--- src/rtl/clk_monitor.sv ---
// clk_monitor: measures period, high time and phase lag of sig_ref/sig_phase in clk cycles and
// raises locked when the waveform stays in tolerance. Macro CLK_MON_PHASE_EN builds the phase path.
module clk_monitor #(
  parameter int CNT_W      = 16,
  parameter int EXP_PERIOD = 10,
  parameter int EXP_HIGH   = 5,
  parameter int TOL        = 1,
  parameter int LOCK_CNT   = 4
) (
  input  logic             clk,
  input  logic             rst_n,
  input  logic             en,
  input  logic             sig_ref,
  input  logic             sig_phase,
  output logic             meas_valid,
  output logic [CNT_W-1:0] period,
  output logic [CNT_W-1:0] high_time,
  output logic [CNT_W-1:0] phase_lag,
  output logic             locked,
  output logic             stall
);

  typedef enum logic [1:0] {IDLE, ARM, MEASURE} state_e;

  localparam int              LC_W     = $clog2(LOCK_CNT + 1);
  localparam logic [LC_W-1:0] LOCK_MAX = LC_W'(LOCK_CNT);
  localparam logic [CNT_W-1:0] CNT_MAX = '1;

  state_e           state_q, state_d;
  logic [CNT_W-1:0] cnt_q, cnt_d;
  logic [LC_W-1:0]  lock_cnt_q, lock_cnt_d;
  logic             locked_q, locked_d;
  logic             meas_valid_q, meas_valid_d;
  logic             stall_q, stall_d;
  logic [CNT_W-1:0] period_q, period_d;
  logic [CNT_W-1:0] high_time_q, high_time_d;
  logic             ref_s1_q, ref_s2_q, ref_dly_q;
  logic             ref_rise, ref_fall;

  assign ref_rise = ref_s2_q & ~ref_dly_q;
  assign ref_fall = ~ref_s2_q & ref_dly_q;

  function automatic logic within_tol(input logic [CNT_W-1:0] val, input int exp_val);
    int diff;
    diff = int'(val) - exp_val;
    return (diff <= TOL) && (diff >= -TOL);
  endfunction

  always_comb begin
    // NOTE: every signal written here gets a default first, so no latch can be inferred.
    state_d      = state_q;
    cnt_d        = cnt_q;
    lock_cnt_d   = lock_cnt_q;
    locked_d     = locked_q;
    period_d     = period_q;
    high_time_d  = high_time_q;
    meas_valid_d = 1'b0;
    stall_d      = 1'b0;
    if (!en) begin
      state_d    = IDLE;
      cnt_d      = '0;
      lock_cnt_d = '0;
      locked_d   = 1'b0;
    end else begin
      unique case (state_q)
        IDLE: state_d = ARM;
        ARM: begin
          if (ref_rise) begin
            cnt_d   = CNT_W'(1);
            state_d = MEASURE;
          end
        end
        MEASURE: begin
          if (ref_rise) begin
            period_d     = cnt_q;
            meas_valid_d = 1'b1;
            cnt_d        = CNT_W'(1);
            // High time cannot change on a rise edge, so high_time_q is this period's value.
            if (within_tol(cnt_q, EXP_PERIOD) && within_tol(high_time_q, EXP_HIGH)) begin
              if (lock_cnt_q != LOCK_MAX) lock_cnt_d = lock_cnt_q + LC_W'(1);
              locked_d = (lock_cnt_d == LOCK_MAX);
            end else begin
              lock_cnt_d = '0;
              locked_d   = 1'b0;
            end
          end else if (cnt_q == CNT_MAX) begin
            stall_d    = 1'b1;
            lock_cnt_d = '0;
            locked_d   = 1'b0;
            cnt_d      = '0;
            state_d    = ARM;
          end else begin
            cnt_d = cnt_q + CNT_W'(1);
            if (ref_fall) high_time_d = cnt_q;
          end
        end
        default: state_d = IDLE;
      endcase
    end
  end

  always_ff @(posedge clk) begin
    // NOTE: sequential state uses non-blocking assignments so every flop samples pre-edge values.
    if (!rst_n) begin
      state_q      <= IDLE;
      cnt_q        <= '0;
      lock_cnt_q   <= '0;
      locked_q     <= 1'b0;
      meas_valid_q <= 1'b0;
      stall_q      <= 1'b0;
      period_q     <= '0;
      high_time_q  <= '0;
      ref_s1_q     <= 1'b0;
      ref_s2_q     <= 1'b0;
      ref_dly_q    <= 1'b0;
    end else begin
      state_q      <= state_d;
      cnt_q        <= cnt_d;
      lock_cnt_q   <= lock_cnt_d;
      locked_q     <= locked_d;
      meas_valid_q <= meas_valid_d;
      stall_q      <= stall_d;
      period_q     <= period_d;
      high_time_q  <= high_time_d;
      ref_s1_q     <= sig_ref;
      ref_s2_q     <= ref_s1_q;
      ref_dly_q    <= ref_s2_q;
    end
  end

`ifdef CLK_MON_PHASE_EN
  logic             ph_s1_q, ph_s2_q, ph_dly_q;
  logic             ph_seen_q, ph_seen_d;
  logic             ph_pend_q, ph_pend_d;
  logic [CNT_W-1:0] phase_lag_q, phase_lag_d;
  logic             ph_rise;

  assign ph_rise = ph_s2_q & ~ph_dly_q;

  // A phase rise coincident with a ref rise belongs to the new period; its zero lag is
  // written one cycle later so the enclosing period's value is still reported with meas_valid.
  always_comb begin
    ph_seen_d   = ph_seen_q;
    ph_pend_d   = 1'b0;
    phase_lag_d = phase_lag_q;
    if (!en) begin
      ph_seen_d = 1'b0;
    end else if (state_q == ARM) begin
      if (ref_rise) begin
        ph_seen_d = ph_rise;
        ph_pend_d = ph_rise;
      end
    end else if (state_q == MEASURE) begin
      if (ph_pend_q) phase_lag_d = '0;
      if (ref_rise) begin
        if (!ph_seen_q) phase_lag_d = '1;
        ph_seen_d = ph_rise;
        ph_pend_d = ph_rise;
      end else if ((cnt_q != CNT_MAX) && ph_rise && !ph_seen_q) begin
        phase_lag_d = cnt_q;
        ph_seen_d   = 1'b1;
      end
    end
  end

  always_ff @(posedge clk) begin
    if (!rst_n) begin
      ph_s1_q     <= 1'b0;
      ph_s2_q     <= 1'b0;
      ph_dly_q    <= 1'b0;
      ph_seen_q   <= 1'b0;
      ph_pend_q   <= 1'b0;
      phase_lag_q <= '0;
    end else begin
      ph_s1_q     <= sig_phase;
      ph_s2_q     <= ph_s1_q;
      ph_dly_q    <= ph_s2_q;
      ph_seen_q   <= ph_seen_d;
      ph_pend_q   <= ph_pend_d;
      phase_lag_q <= phase_lag_d;
    end
  end

  assign phase_lag = phase_lag_q;
`else
  logic unused_phase;
  assign unused_phase = sig_phase;
  assign phase_lag    = '0;
`endif

  assign meas_valid = meas_valid_q;
  assign period     = period_q;
  assign high_time  = high_time_q;
  assign locked     = locked_q;
  assign stall      = stall_q;

endmodule

--- config.mk ---
export PLATFORM = sky130hd
export DESIGN_NAME = clk_monitor
export DESIGN_NICKNAME = d
export VERILOG_FILES = /design/src/rtl/clk_monitor.sv
export SDC_FILE = /design/constraint.sdc
export NUM_CORES = 1
export LEC_CHECK = 0
export CORE_MARGIN = 1.5
export CORE_UTILIZATION = 55
export CTS_CLUSTER_DIAMETER = 150
export DETAILED_ROUTE_END_ITERATION = 10
export PLACE_DENSITY_LB_ADDON = 0.05
export SYNTH_ARGS = -nofsm -noshare
export SYNTH_HDL_FRONTEND = slang
export SYNTH_SLANG_ARGS = --single-unit
--- constraint.sdc ---
create_clock -name clk -period 3.7 [get_ports clk]
set_clock_uncertainty 0.15 [all_clocks]
set_input_delay 0.925 -clock clk [delete_from_list [all_inputs] [get_ports clk]]
set_output_delay 0.925 -clock clk [all_outputs]
set_load 0.02 [all_outputs]
Word-level counts from Yosys, hierarchy flattened --
Index checks and enable logic that the tools add are counted.
Storage, ports and cells: flip-flop bits (word level) 59, latch bits 0, bits in writable memories 0, bits in read-only memories 0, output and inout bits 51, memories kept 0
Operators by class: $add $sub $neg 4, multipliers 0, divide/modulo/power cells 0, magnitude comparators 4, equality and inequality tests 8, shift-type cells 0, mux-type cells 21, bitwise operators 9, reductions and logical operators 14
Operators by type and width (number):
- $mux W16 | 3
- $ge A17 B1 Y1 const B | 2
- $le A17 B2 Y1 const B | 2
- $pmux W16 S2 | 1
- $mux W3 | 8
- $sub A16 B3 Y17 const B | 1
- $sub A16 B4 Y17 const B | 1
- $add A16 B1 Y16 const B | 1
- $eq A16 B16 Y1 const B | 1
- $reduce_and A3 Y1 | 3
- $not A1 Y1 | 7
- $mux W2 | 3
- $ne A2 B2 Y1 const B | 3
- $pmux W2 S3 | 1
- $reduce_and A2 Y1 | 3
- $mux W1 | 5
- $reduce_and A5 Y1 | 1
- $reduce_bool A2 Y1 | 2
- $reduce_or A4 Y1 | 1
- $add A3 B1 Y3 const B | 1
- $eq A3 B3 Y1 const B | 1
- $logic_and A1 B1 Y1 | 3
- $ne A3 B3 Y1 const B | 1
- $and A1 B1 Y1 | 2
- other kinds (3) | 3

Logic depth before layout (Yosys ltp) --
depth in word-level cells 11, depth in mapped cells 16, depth with buffers taken out 13

Least setup slack after synthesis --
No wires, ideal clock.
kind register -> register, start register high_time_q[0], in the netlist high_time[0], end register lock_cnt_q[2], data arrival time 3.346 ns, required time 3.472 ns, slack 0.126 ns, cell stages (with the launch flop) 14, path buffers 1, period minus slack after synthesis 3.574 ns, path through dfxtp_1 > clkbuf_1 > inv_1 > ha_1 > nor2b_1 > o311ai_0 > a2111oi_0 > nand2_1 > nor3b_1 > ha_1 > nor4b_1 > nor4b_4 > a31oi_1 > nor3_1
On the way: longest elaborated chain between the ends 6, elaborated cells on any way between the ends 7, classes of those cells 1 x add/sub; 2 x order compare; 2 x mux; 2 x reduce/logical
RTL lines:
- start: declaration | RTL line 36 | logic [CNT_W-1:0] high_time_q, high_time_d;
- start signal: assignment | RTL line 124 | high_time_q <= high_time_d;
- $sub A16 B3 Y17 * | RTL line 45 | diff = int'(val) - exp_val;
- $le A17 B2 Y1 / $ge A17 B1 Y1 (equally long branches) | RTL line 46 | return (diff <= TOL) && (diff >= -TOL);
- $logic_and A1 B1 Y1 * | RTL line 46
- $logic_and A1 B1 Y1 * | RTL line 79 | if (within_tol(cnt_q, EXP_PERIOD) && within_tol(high_time_q, EXP_HIGH)) begin
- $mux W3 * | RTL line 79
- $mux W3 * | RTL line 74 | if (ref_rise) begin
- end signal: assignment | RTL line 119 | lock_cnt_q <= lock_cnt_d;
- end: declaration | RTL line 31 | logic [LC_W-1:0] lock_cnt_q, lock_cnt_d;
Every way passes the cells marked *; elsewhere a longest branch is shown, timed or not. A chain may end at the register's enable or synchronous reset.

Final worst setup path --
start register high_time_q[3], in the netlist high_time[3], end register lock_cnt_q[2]
The elaborated chain is that of the path after synthesis.

==> results.json <==
{
  "status": "finished clean",
  "dp_hpwl_mm": 7.23,
  "port_buffers": 38,
  "htreeDepth": 3,
  "synth_warnings": 0,
  "gp_congestion": 0.962,
  "cts.sinks": 59,
  "rows": 30,
  "cp.required_ns": 3.80,
  "multi_input_area_sq_mm": 0.00237,
  "min_path_type": "reg2reg",
  "grt_overflow": 0,
  "start_util_pct": 56.2,
  "yosysSeqAreaShare_pct": 31.3,
  "drt_pass1_iterations": 5,
  "grt_start_max_net_pins": 37,
  "ys_types": 64,
  "grt_antenna_before_repair": 0,
  "fill_cells": 593,
  "track_usage_pct": 28.6,
  "wire_per_inst_um": 16.2,
  "diodes": 0,
  "cts.clk_slew.worst_paths_ns": 0.07,
  "critical_path_peak_fanout": 8,
  "grt_pass1_vias": 3459,
  "mostFrequentLayoutCells": "nand2_1, dfxtp_1, nor2_1, clkdlybuf4s50_1, buf_4",
  "clk_latency_ns": 0.34,
  "drt_wl_total_mm": 10.1,
  "die_w_um": 85.9,
  "crit_arrival_ns": 3.50,
  "cts_buffers": 9,
  "fin_cells": 624,
  "dr.first_iter.drc_count": 185,
  "dieArea_sq_mm": 0.00737,
  "final-hold-violation-count": 0,
  "avgSynthCellArea_sq_um": 7.52,
  "p_leak_nw": 1.63,
  "report.final.slew_viol_count": 0,
  "startpoint_type": "flip-flop",
  "vdd_drop_max_v": 0.000291,
  "tightest_slew_ns": 0.761,
  "worstSetupPathType": "reg2reg",
  "vias": 3751,
  "grt_first_pass_wirelength_mm": 16.6,
  "clock.fmax_ghz": 0.294,
  "drv_cap": 0,
  "pwr_density_cell_mw_per_mm2": 284,
  "io-pin-count": 56,
  "power_mw": 1.27,
  "ant_nets": 0,
  "die_y_um": 85.9,
  "finalSetupViolations": 0,
  "cts_root_buffer": "clkbuf_8",
  "layout.cells.most_common": "nand2_1",
  "fin_tns_setup_ns": 0,
  "whs_ns": 0.288,
  "syn_to_final_growth_pct": 18.1,
  "layout_min_cycle_time_ns": 3.40,
  "synth-async-reset-ratio_pct": 0,
  "syn_area_sq_mm": 0.00378,
  "drc": 0,
  "drive_above_1_share_pct": 9.38,
  "critPathCaptureType": "flip-flop",
  "maxSlewHeadroom_pct": 47.9,
  "yosys_most_used_dff": "dfxtp_1",
  "final_area_sq_mm": 0.00446,
  "hold_buffers": 0,
  "final_nets": 555,
  "period_share_pct": 91.9,
  "seqCellArea_sq_mm": 0.00118,
  "netlist_instances": 502,
  "dpl_cell_area_sq_mm": 0.00424,
  "via_per_inst": 6.01,
  "core-area_sq_mm": 0.00672,
  "cts_tree": "built",
  "cts_buffer_depth": 2,
  "ys_seq_elements": 59,
  "dp_cells": 607,
  "synth-edff-count": 0
}
==> report_power, final <==
group	switching, mW	internal [mW]	total [mW]
Clock	0.273	0.314	0.587
Sequential	0.00165	0.637	0.638
Combinational	0.0292	0.0112	0.0404
==> cell usage after synthesis (5+ instances only) <==
master,n,area share (%)
nand2b_1,6,0.99
nand3_1,12,1.6
o21ai_0,8,1.1
nor2b_1,7,1.2
buf_4,16,3.2
dfxtp_1,59,31
xnor2_1,9,2.1
a21boi_1,10,2.0
xor2_1,10,2.3
nor3_1,15,2.0
nand2_1,86,8.5
o21ai_1,6,0.80
a21boi_0,20,4.0
nand4_1,9,1.5
inv_1,10,0.99
or3_1,8,1.3
a21oi_1,23,3.0
clkbuf_1,36,3.6
nor4_1,10,1.7
nor2_1,44,4.4
ha_1,11,3.6
and2_1,6,0.99
and3_1,5,0.83
==> worst max-delay path, stage by stage, from the launching register on <==
cell and delay (ns):
dfxtp_1 0.37, nor2_1 0.39, and3_1 0.25, xnor2_1 0.07, a2111oi_1 0.44, buf_4 0.20, nand2_1 0.05, nor3b_1 0.22
ha_1 0.27, nor4b_2 0.18, nor4b_4 0.25, buf_4 0.20, a31oi_1 0.09, nor3_1 0.16
==> cell type report <==
type	count	area share [%]
well taps	80	2.24
clock buffers	9	2.78
clock inverters	7	1.71
inverters	10	0.842
flip-flops and latches	59	26.5
multi-input cells	396	53.2
repair buffers	63	12.7
==> layer usage <==
layer	GRT usage [%]	vias to the layer above	share of wire [%]
met5	0	-	0
met3	7.12	34	5.2
met4	14.8	0	4.3
met2	45.0	132	46
li1	-	1832	-
met1	36.3	1753	45
==> registers in the layout (all words and copies together), names as in the netlist <==
name,flops
cnt_q,16
high_time,16
lock_cnt_q,3
locked,1
meas_valid,1
period,16
ref_dly_q,1
ref_s1_q,1
ref_s2_q,1
stall,1
state_q,2
==> per-stage QoR <==
stage	setup slack (ns)	util (%)
floorplan	0.126	-
global placement	0.203	63.1
detailed placement	0.0985	63.1
CTS	0.0744	66.1
global route	-0.00280	66.4
finish	0.300	66.4
==> kinds of logic (layout without fill, tap and decap cells) <==
| family | Yosys count | after routing | synth area share [%] |
|---|---|---|---|
| buffers and inverters | 62 | 89 | 7.75 |
| xor gates and xnor gates | 19 | 19 | 4.41 |
| muxes | 2 | 2 | 0.530 |
| AOI/OAI and AO/OA | 111 | 111 | 20.8 |
| and+or+nand+nor | 237 | 237 | 31.5 |
| other | 1 | 16 | 0.0993 |
| adders and majority gates | 11 | 11 | 3.64 |
| DFF | 59 | 59 | 31.3 |
==> what timing repair did <==
action	4_1_cts	5_1_grt
hold endpoints to repair	0	0
gates resized for setup	0	3
setup buffers	0	1
endpoints found under the setup margin	0	4
==> worst paths after layout <==
kind                 from       endpoint  slack (ns)  cells after the start
max          high_time[3]  lock_cnt_q[2]        0.30                     13
min              ref_s1_q       ref_s2_q        0.29                      1
min reg2reg      ref_s1_q       ref_s2_q        0.29                      1
max reg2reg  high_time[3]  lock_cnt_q[2]        0.30                     13
Power figures use the tool's default switching activity.
